===== config.mk =====
export PLATFORM = sky130hd
export DESIGN_NAME = mac_stream_sequencer
export DESIGN_NICKNAME = d
export VERILOG_FILES = /design/src/rtl/mac_stream_sequencer.sv
export SDC_FILE = /design/constraint.sdc
export NUM_CORES = 1
export LEC_CHECK = 0
export BUFFER_PORTS_ARGS = -buffer_cell sky130_fd_sc_hd__clkbuf_2
export CORE_MARGIN = 2
export CORE_UTILIZATION = 31
export CTS_BUF_LIST = sky130_fd_sc_hd__clkbuf_16
export CTS_CLUSTER_DIAMETER = 60
export DETAILED_ROUTE_END_ITERATION = 8
export GPL_TIMING_DRIVEN = 0
export PLACE_DENSITY = 0.57
export SYNTH_ARGS = -nofsm -noshare
export SYNTH_HDL_FRONTEND = slang
export SYNTH_SLANG_ARGS = --single-unit

===== constraint.sdc =====
create_clock -name clk -period 3.1 [get_ports clk]
set_input_delay 0.62 -clock clk [delete_from_list [all_inputs] [get_ports clk]]
set_output_delay 0.62 -clock clk [all_outputs]
set_load 0.1 [all_outputs]

===== src/rtl/mac_stream_sequencer.sv =====
// mac_stream_sequencer: feeds vectors and weights to an external MAC and queues its results.
// Defining MAC_SEQ_PERF_EN adds the bubble_cnt output.
module mac_stream_sequencer #(
  parameter int LOG2_NO_VECS = 2,
  parameter int BW = 16,
  parameter int BW_W = 2,
  parameter int NUM_CYC = 32,
  parameter int MAC_LAT = 4,
  parameter int RES_DEPTH = 4,
  localparam int VEC = 1 << LOG2_NO_VECS,
  localparam int CW = $clog2(NUM_CYC),
  localparam int AW = $clog2(RES_DEPTH)
) (
  input  logic clk,
  input  logic rst_n,
  input  logic in_vld,
  output logic in_rdy,
  input  logic [VEC-1:0][BW-1:0] in_data,
  input  logic w_wr_en,
  input  logic [CW-1:0] w_wr_addr,
  input  logic [VEC-1:0][BW_W-1:0] w_wr_data,
  output logic mac_new_sum,
  output logic [VEC-1:0][BW-1:0] mac_data_in,
  output logic [VEC-1:0][BW_W-1:0] mac_w_vec,
  input  logic [BW-1:0] mac_data_out,
  output logic out_vld,
  input  logic out_rdy,
  output logic [BW-1:0] out_data
`ifdef MAC_SEQ_PERF_EN
  ,
  output logic [31:0] bubble_cnt
`endif
);
  localparam logic [CW-1:0] LAST = CW'(NUM_CYC - 1);
  logic [VEC-1:0][BW_W-1:0] w_mem [NUM_CYC];
  logic [BW-1:0] fifo [RES_DEPTH];
  logic [CW-1:0] cyc_cnt;
  logic [AW:0] inflight, occ;
  logic [AW-1:0] wp, rp;
  logic [MAC_LAT:0] tag;
  logic rdy_en, xfer, start, push, pop, wr;
  assign xfer = in_vld && in_rdy;
  assign start = xfer && cyc_cnt == '0;
  assign push = tag[MAC_LAT];
  assign pop = out_vld && out_rdy;
  assign wr = push && (!occ[AW] || pop);
  // a new sum is admitted only if its result is guaranteed a FIFO slot
  assign in_rdy = rdy_en && (cyc_cnt != '0 || ({1'b0, occ} + {1'b0, inflight}) < (AW+2)'(RES_DEPTH));
  assign out_vld = occ != '0;
  assign out_data = out_vld ? fifo[rp] : '0;
  always_ff @(posedge clk or negedge rst_n)
    if (!rst_n) begin
      cyc_cnt <= '0;
      inflight <= '0;
      occ <= '0;
      wp <= '0;
      rp <= '0;
      tag <= '0;
      rdy_en <= 1'b0;
      mac_new_sum <= 1'b0;
      mac_data_in <= '0;
      mac_w_vec <= '0;
    end else begin
      rdy_en <= 1'b1;
      if (xfer) cyc_cnt <= cyc_cnt == LAST ? '0 : cyc_cnt + 1'b1;
      mac_new_sum <= start;
      mac_data_in <= xfer ? in_data : '0;
      mac_w_vec <= xfer ? w_mem[cyc_cnt] : '0;
      tag <= {tag[MAC_LAT-1:0], xfer && cyc_cnt == LAST};
      inflight <= inflight + (AW+1)'(start) - (AW+1)'(push);
      occ <= occ + (AW+1)'(wr) - (AW+1)'(pop);
      if (wr) wp <= wp + 1'b1;
      if (pop) rp <= rp + 1'b1;
    end
  always_ff @(posedge clk) begin
    if (w_wr_en) w_mem[w_wr_addr] <= w_wr_data;
    if (wr) fifo[wp] <= mac_data_out;
  end
`ifdef MAC_SEQ_PERF_EN
  always_ff @(posedge clk or negedge rst_n)
    if (!rst_n) bubble_cnt <= '0;
    else if (cyc_cnt != '0 && !xfer && bubble_cnt != '1) bubble_cnt <= bubble_cnt + 1'b1;
`endif
endmodule


=== Yosys cells after proc, flatten, opt, wreduce, memory -nomap -nowiden ===
Memories as Yosys holds them, arrays and structs flattened.
Cells that the tools add are included.

* Word-level logic and storage cells: 48
* Memories kept: 2
* Bits of input ports: 98
* Memory bits (writable): 320
* Latch bits: 0
* Flip-flop bits (word level): 94
* Output and inout bits: 91
* Memory bits (read-only): 0

{| class="wikitable"
|+ Memory list
! memory !! depth !! width !! read ports !! clocked after memory_dff !! wr ports !! RTL line !! text
|-
| w_mem || 32 || 8 || 1 || 0 || 1 || 35 || <nowiki>logic [VEC-1:0][BW_W-1:0] w_mem [NUM_CYC];</nowiki>
|-
| fifo || 4 || 16 || 1 || 0 || 1 || 36 || <nowiki>logic [BW-1:0] fifo [RES_DEPTH];</nowiki>
|}

* Mux-type cells: 8
* Bitwise logic cells: 0
* Order comparisons: 1
* Multipliers: 0
* Shifts and indexed selects: 0
* Equality and inequality tests: 1
* Div/mod/pow operators: 0
* $add $sub $neg: 8
* Reduce and logical (&&, ||, !) cells: 12

{| class="wikitable"
|+ Operator list
! kind !! count
|-
| 64-bit two-way mux || 1
|-
| 16-bit two-way mux || 1
|-
| 8-bit two-way mux || 1
|-
| 3-bit by 1-bit adder with 3-bit output || 2
|-
| 1-bit logical AND || 6
|-
| 3-bit by 1-bit subtractor with 3-bit output || 2
|-
| 5-bit by 1-bit adder with 5-bit output, second input constant || 1
|-
| 5-bit equality test, second input constant || 1
|-
| 5-bit zero test || 1
|-
| 5-bit two-way mux || 1
|-
| 5-bit nonzero test || 1
|-
| 2-bit by 1-bit adder with 2-bit output, second input constant || 2
|-
| 3-bit by 3-bit adder with 4-bit output || 1
|-
| 4-bit by 3-bit < comparator with 1-bit output, second input constant || 1
|-
| 1-bit two-way mux || 4
|-
| 3-bit nonzero test || 1
|-
| 1-bit logical OR || 2
|-
| 1-bit zero test || 1
|}

=== Longest topological paths before layout ===
* Depth in word-level cells: 8
* Depth in mapped cells: 15
* Depth with buffers taken out: 11

=== Worst setup path before layout ===
Ideal clock, no wire load.

* Kind: reg-to-output
* Start: register cyc_cnt[1]
* End: output port in_rdy
* Path buffers: 4
* Setup slack: -0.190 ns
* Cell stages (with the launch flop): 9
* Arrival time: 2.670 ns
* Cell sequence: dfrtp_1 > buf_2 > buf_2 > buf_2 > inv_1 > ha_1 > nor4b_1 > o2bb2ai_1 > clkbuf_1

* Word-level cells in the longest chain between the ends: 3

{| class="wikitable"
|+ Ends and longest elaborated chain
! what !! RTL line !! text
|-
| from (decl) || 37 || <nowiki>logic [CW-1:0] cyc_cnt;</nowiki>
|-
| from (signal assigned) || 65 || <nowiki>if (xfer) cyc_cnt <= cyc_cnt == LAST ? '0 : cyc_cnt + 1'b1;</nowiki>
|-
| 5-bit nonzero test || 48 || <nowiki>assign in_rdy = rdy_en && (cyc_cnt != '0 || ({1'b0, occ} + {1'b0, inflight}) < (AW+2)'(RES_DEPTH));</nowiki>
|-
| 1-bit logical OR || 48 ||
|-
| 1-bit logical AND || 48 ||
|-
| to (decl) || 17 || <nowiki>output logic in_rdy,</nowiki>
|}

No other way between the ends.

=== Worst setup path in the final report ===
* Start: register rp[1]
* End: output port out_data[6]

* Word-level cells in the longest chain between the ends: 2

{| class="wikitable"
|+ Ends and longest elaborated chain
! what !! RTL line !! text
|-
| from (decl) || 39 || <nowiki>logic [AW-1:0] wp, rp;</nowiki>
|-
| from (signal assigned) || 73 || <nowiki>if (pop) rp <= rp + 1'b1;</nowiki>
|-
| memory 4 x 16 bit || - ||
|-
| 16-bit two-way mux || 50 || <nowiki>assign out_data = out_vld ? fifo[rp] : '0;</nowiki>
|-
| to (decl) || 28 || <nowiki>output logic [BW-1:0] out_data</nowiki>
|}

No other way between the ends.

==> results.md <==
| Result | This run | Unit |
|:---|:---|:---|
| Die height | 230.7 | um |
| H-tree lvl count | 2 | - |
| Worst Skew | 0.02112 | ns |
| Total inserted antenna cells | 0 | - |
| Std cell rows | 83 | - |
| Total design power | 17.95 | mW |
| Total congestion overflow | 0 | - |
| TritonCTS clock tree | yes | - |
| # clock sinks | 414 | - |
| Hold Path Class | input pin to asynchronous set/reset pin | - |
| Max clock buf depth | 3 | - |
| Max-cap viol count | 0 | - |
| Syn Nets | 948 | - |
| Number of enable flip-flop cells after synthesis | 320 | - |
| Count of pins over their slew limit | 0 | - |
| Instance area after placement | 17,760 | um^2 |
| Warnings, synthesis | 0 | - |
| TNS Setup | 0 | ns |
| Insertion delay to the later sink of the worst-skew pair | 0.58 | ns |
| Maximum number of pins on one net before global-route repair | 60 | - |
| Clock buffer count from CTS | 46 | - |
| F_max | 341.0 | MHz |
| Number of instances in the placed design | 1,704 | - |
| Final cycle utilization of the critical path | 94.61 | % |
| Overall Global Routing Usage | 13.39 | % |
| Leakage power summed over all cells | 7.451 | nW |
| Final-report setup violation count | 0 | - |
| Top fanout value on the critical path | 10 | - |
| Final cell area excluding filler cells | 19,330 | um^2 |
| Number of antenna violations at the first check in global routing | 1 | - |
| Yosys reg bits | 414 | - |
| Number of global-route vias before repair | 8,791 | - |
| Die Wd | 230.7 | um |
| Routed wirelength normalized by instance count | 19.81 | um |
| RSZ-0062 raised after global routing | no | - |
| Worst setup path category | flip-flop to primary output | - |
| Mean Syn Cell Area | 19.08 | um^2 |
| Detailed-router iteration count before antenna repair | 5 | - |
| Area of the mapped netlist | 15,930 | um^2 |
| Sum of net half-perimeters after detailed placement | 23.49 | mm |
| DR vias/cell | 4.719 | - |
| Shortest clock period the worst path allows after layout | 2.933 | ns |
| Power density over the cells | 928.4 | nW/um^2 |
| Synth unique cells | 41 | - |
| Worst path required time | 2.48 | ns |
| Synth async-reset ratio | 22.71 | % |
| Instance count of the mapped netlist | 835 | - |
| Worst-Margin Slew | 0.9569 | ns |
| Routed Antenna Nets | 0 | - |
| Count of unresolved DRC violations after routing | 0 | - |
| Clk slew on worst S/H paths | 0.06 | ns |
| Biggest area contributors in the synthesized netlist | edfxtp_1, dfrtp_1, mux4_2, mux4_1, and3_1 | - |
| Tightest hold margin | 0.07726 | ns |
| Commonest cells after routing, fill and taps aside | edfxtp_1, clkbuf_2, dfrtp_1 | - |
| Starting density of the core | 31.18 | % |
| Worst slew slack as a fraction of its limit | 35.97 | % |
| Global-route wire length before repair | 53.63 | mm |
| Sequential share of the synthesized area | 75.09 | % |
| Core Footprint | 51,090 | um^2 |
| Number of top-level pins | 189 | - |
| Maximum vdd drop | 0.5580 | mV |
| Fraction of layout cells with a size suffix above 1 | 33.30 | % |
| Dominant register cell in the synthesized netlist | edfxtp_1 | - |
| Cell type with the largest total area after synthesis | edfxtp_1 | - |
| Status | completed | - |
| Die area | 53,220 | um^2 |
| Final Hold Viols | 0 | - |
| Leading cell type in the layout, fill and taps excluded | edfxtp_1 | - |
| Startpoint kind of the worst setup timing path | flip-flop | - |
| Crit. End Element | primary output | - |
| Routed vias | 8,451 | - |
| Signal arrival time at the worst endpoint | 2.31 | ns |
| Fraction of post-synthesis cell area in the top cell type by area | 60.32 | % |
| Area growth from synthesis to layout | 21.36 | % |
| PortBufs | 188 | - |
| Routability congestion estimate | 0.7944 | - |
| Starting DRC count in detailed routing | 503 | - |
| Number of standard cells in the final layout excluding fillers | 1,791 | - |
| Final Net Count | 1,190 | - |
| CTS root buf | clkbuf_16 | - |
| Total Wirelength | 35.47 | mm |
## stage by stage
stage               setup WS (ns)  utilization, %
floorplan                 0.04407               -
global placement          -0.7804           34.71
detailed placement        -0.8374           34.77
CTS                      -0.03234           37.68
global route              0.02319           37.84
finish                     0.1672           37.84
## layout make-up
class	instances	area, um^2
multi-input cells	358	3667
fillers	4770	31760
plain buffers	44	295.3
clock inverters	35	241.5
clock buffers	47	1176
well taps	680	850.8
repair buffers	198	1085
inverters	15	56.30
flip-flops and latches	414	11960
## sequential cells by signal, summed over array words and instances (netlist names)
register     flops
w_mem          256
fifo            64
mac_data_in     64
mac_w_vec        8
cyc_cnt          5
tag              5
inflight         3
occ              3
rp               2
wp               2
mac_new_sum      1
rdy_en           1
## final timing paths
path                                                   to  cells past startpoint                    from  slack, ns
max in group asynchronous       mac_data_in[19]$_DFF_PN0_                      2                   rst_n       2.33
worst min register to register           tag[2]$_DFF_PN0_                      0        tag[1]$_DFF_PN0_       0.35
worst min-delay path             mac_data_in[9]$_DFF_PN0_                      1                   rst_n       0.08
min in group clk                    fifo[1][14]$_DFFE_PP_                      1        mac_data_out[14]       0.27
worst max register to register      inflight[2]$_DFF_PN0_                     14  cyc_cnt[1]$_DFFE_PN0N_       0.26
worst max-delay path                          out_data[6]                      4       rp[1]$_DFFE_PN0P_       0.17
## kinds of logic after synthesis
family / count (synthesis) / share of synthesized area [%]
other cells: 1 / 0.02354
fa+ha+maj: 15 / 1.272
xor+xnor: 7 / 0.3849
simple gates: 181 / 6.276
mux: 115 / 13.04
compound gates: 39 / 1.893
flops: 414 / 75.09
buf+inv: 63 / 2.026
## routing by layer
metal / routed length [um] / track usage, % / vias to the layer above / part of all wire [%]
li1: - / - / 3769 / -
met1: 15090 / 17.46 / 4314 / 43
met2: 16830 / 21.49 / 300 / 47
met3: 2605 / 3.619 / 66 / 7.3
met4: 933 / 4.859 / 2 / 2.6
met5: 13 / 0 / - / 0.037
## report_power, final
group          leakage, nW  internal [mW]  switching [mW]
clock network        0.741           2.93            2.18
registers             4.11           6.28           0.200
logic                 2.59           2.07            4.29
## worst max-delay path, stage by stage (launching register included)
cell and delay [ns]:
dfrtp_1 0.57, clkbuf_2 0.38, mux4_2 0.34, and2_1 0.18, clkbuf_4 0.28
## repair_timing
| item | in CTS | in global routing |
|---|---|---|
| hold buffers | 0 | 0 |
| gates resized for setup | 24 | 6 |
| setup endpoints to repair | 17 | 9 |
| setup buffers | 1 | 8 |
| pin swaps | 1 | 1 |
## cell usage after synthesis, types with 4 or more instances
| master | n |
|---|---|
| edfxtp_1 | 320 |
| dfrtp_1 | 94 |
| and3_1 | 67 |
| nor2_1 | 49 |
| mux4_2 | 47 |
| mux2_2 | 33 |
| clkbuf_1 | 24 |
| and2_1 | 22 |
| mux4_1 | 17 |
| mux2_1 | 16 |
| o22ai_1 | 16 |
| buf_2 | 13 |
| ha_1 | 13 |
| inv_1 | 13 |
| nand2b_1 | 11 |
| nor3_1 | 8 |
| o221ai_1 | 8 |
| o311a_1 | 8 |
| nand2_1 | 5 |
| nand3_1 | 5 |
| nand3b_1 | 5 |
| xnor2_1 | 4 |
No activity file was read; power rests on OpenSTA's default activity.
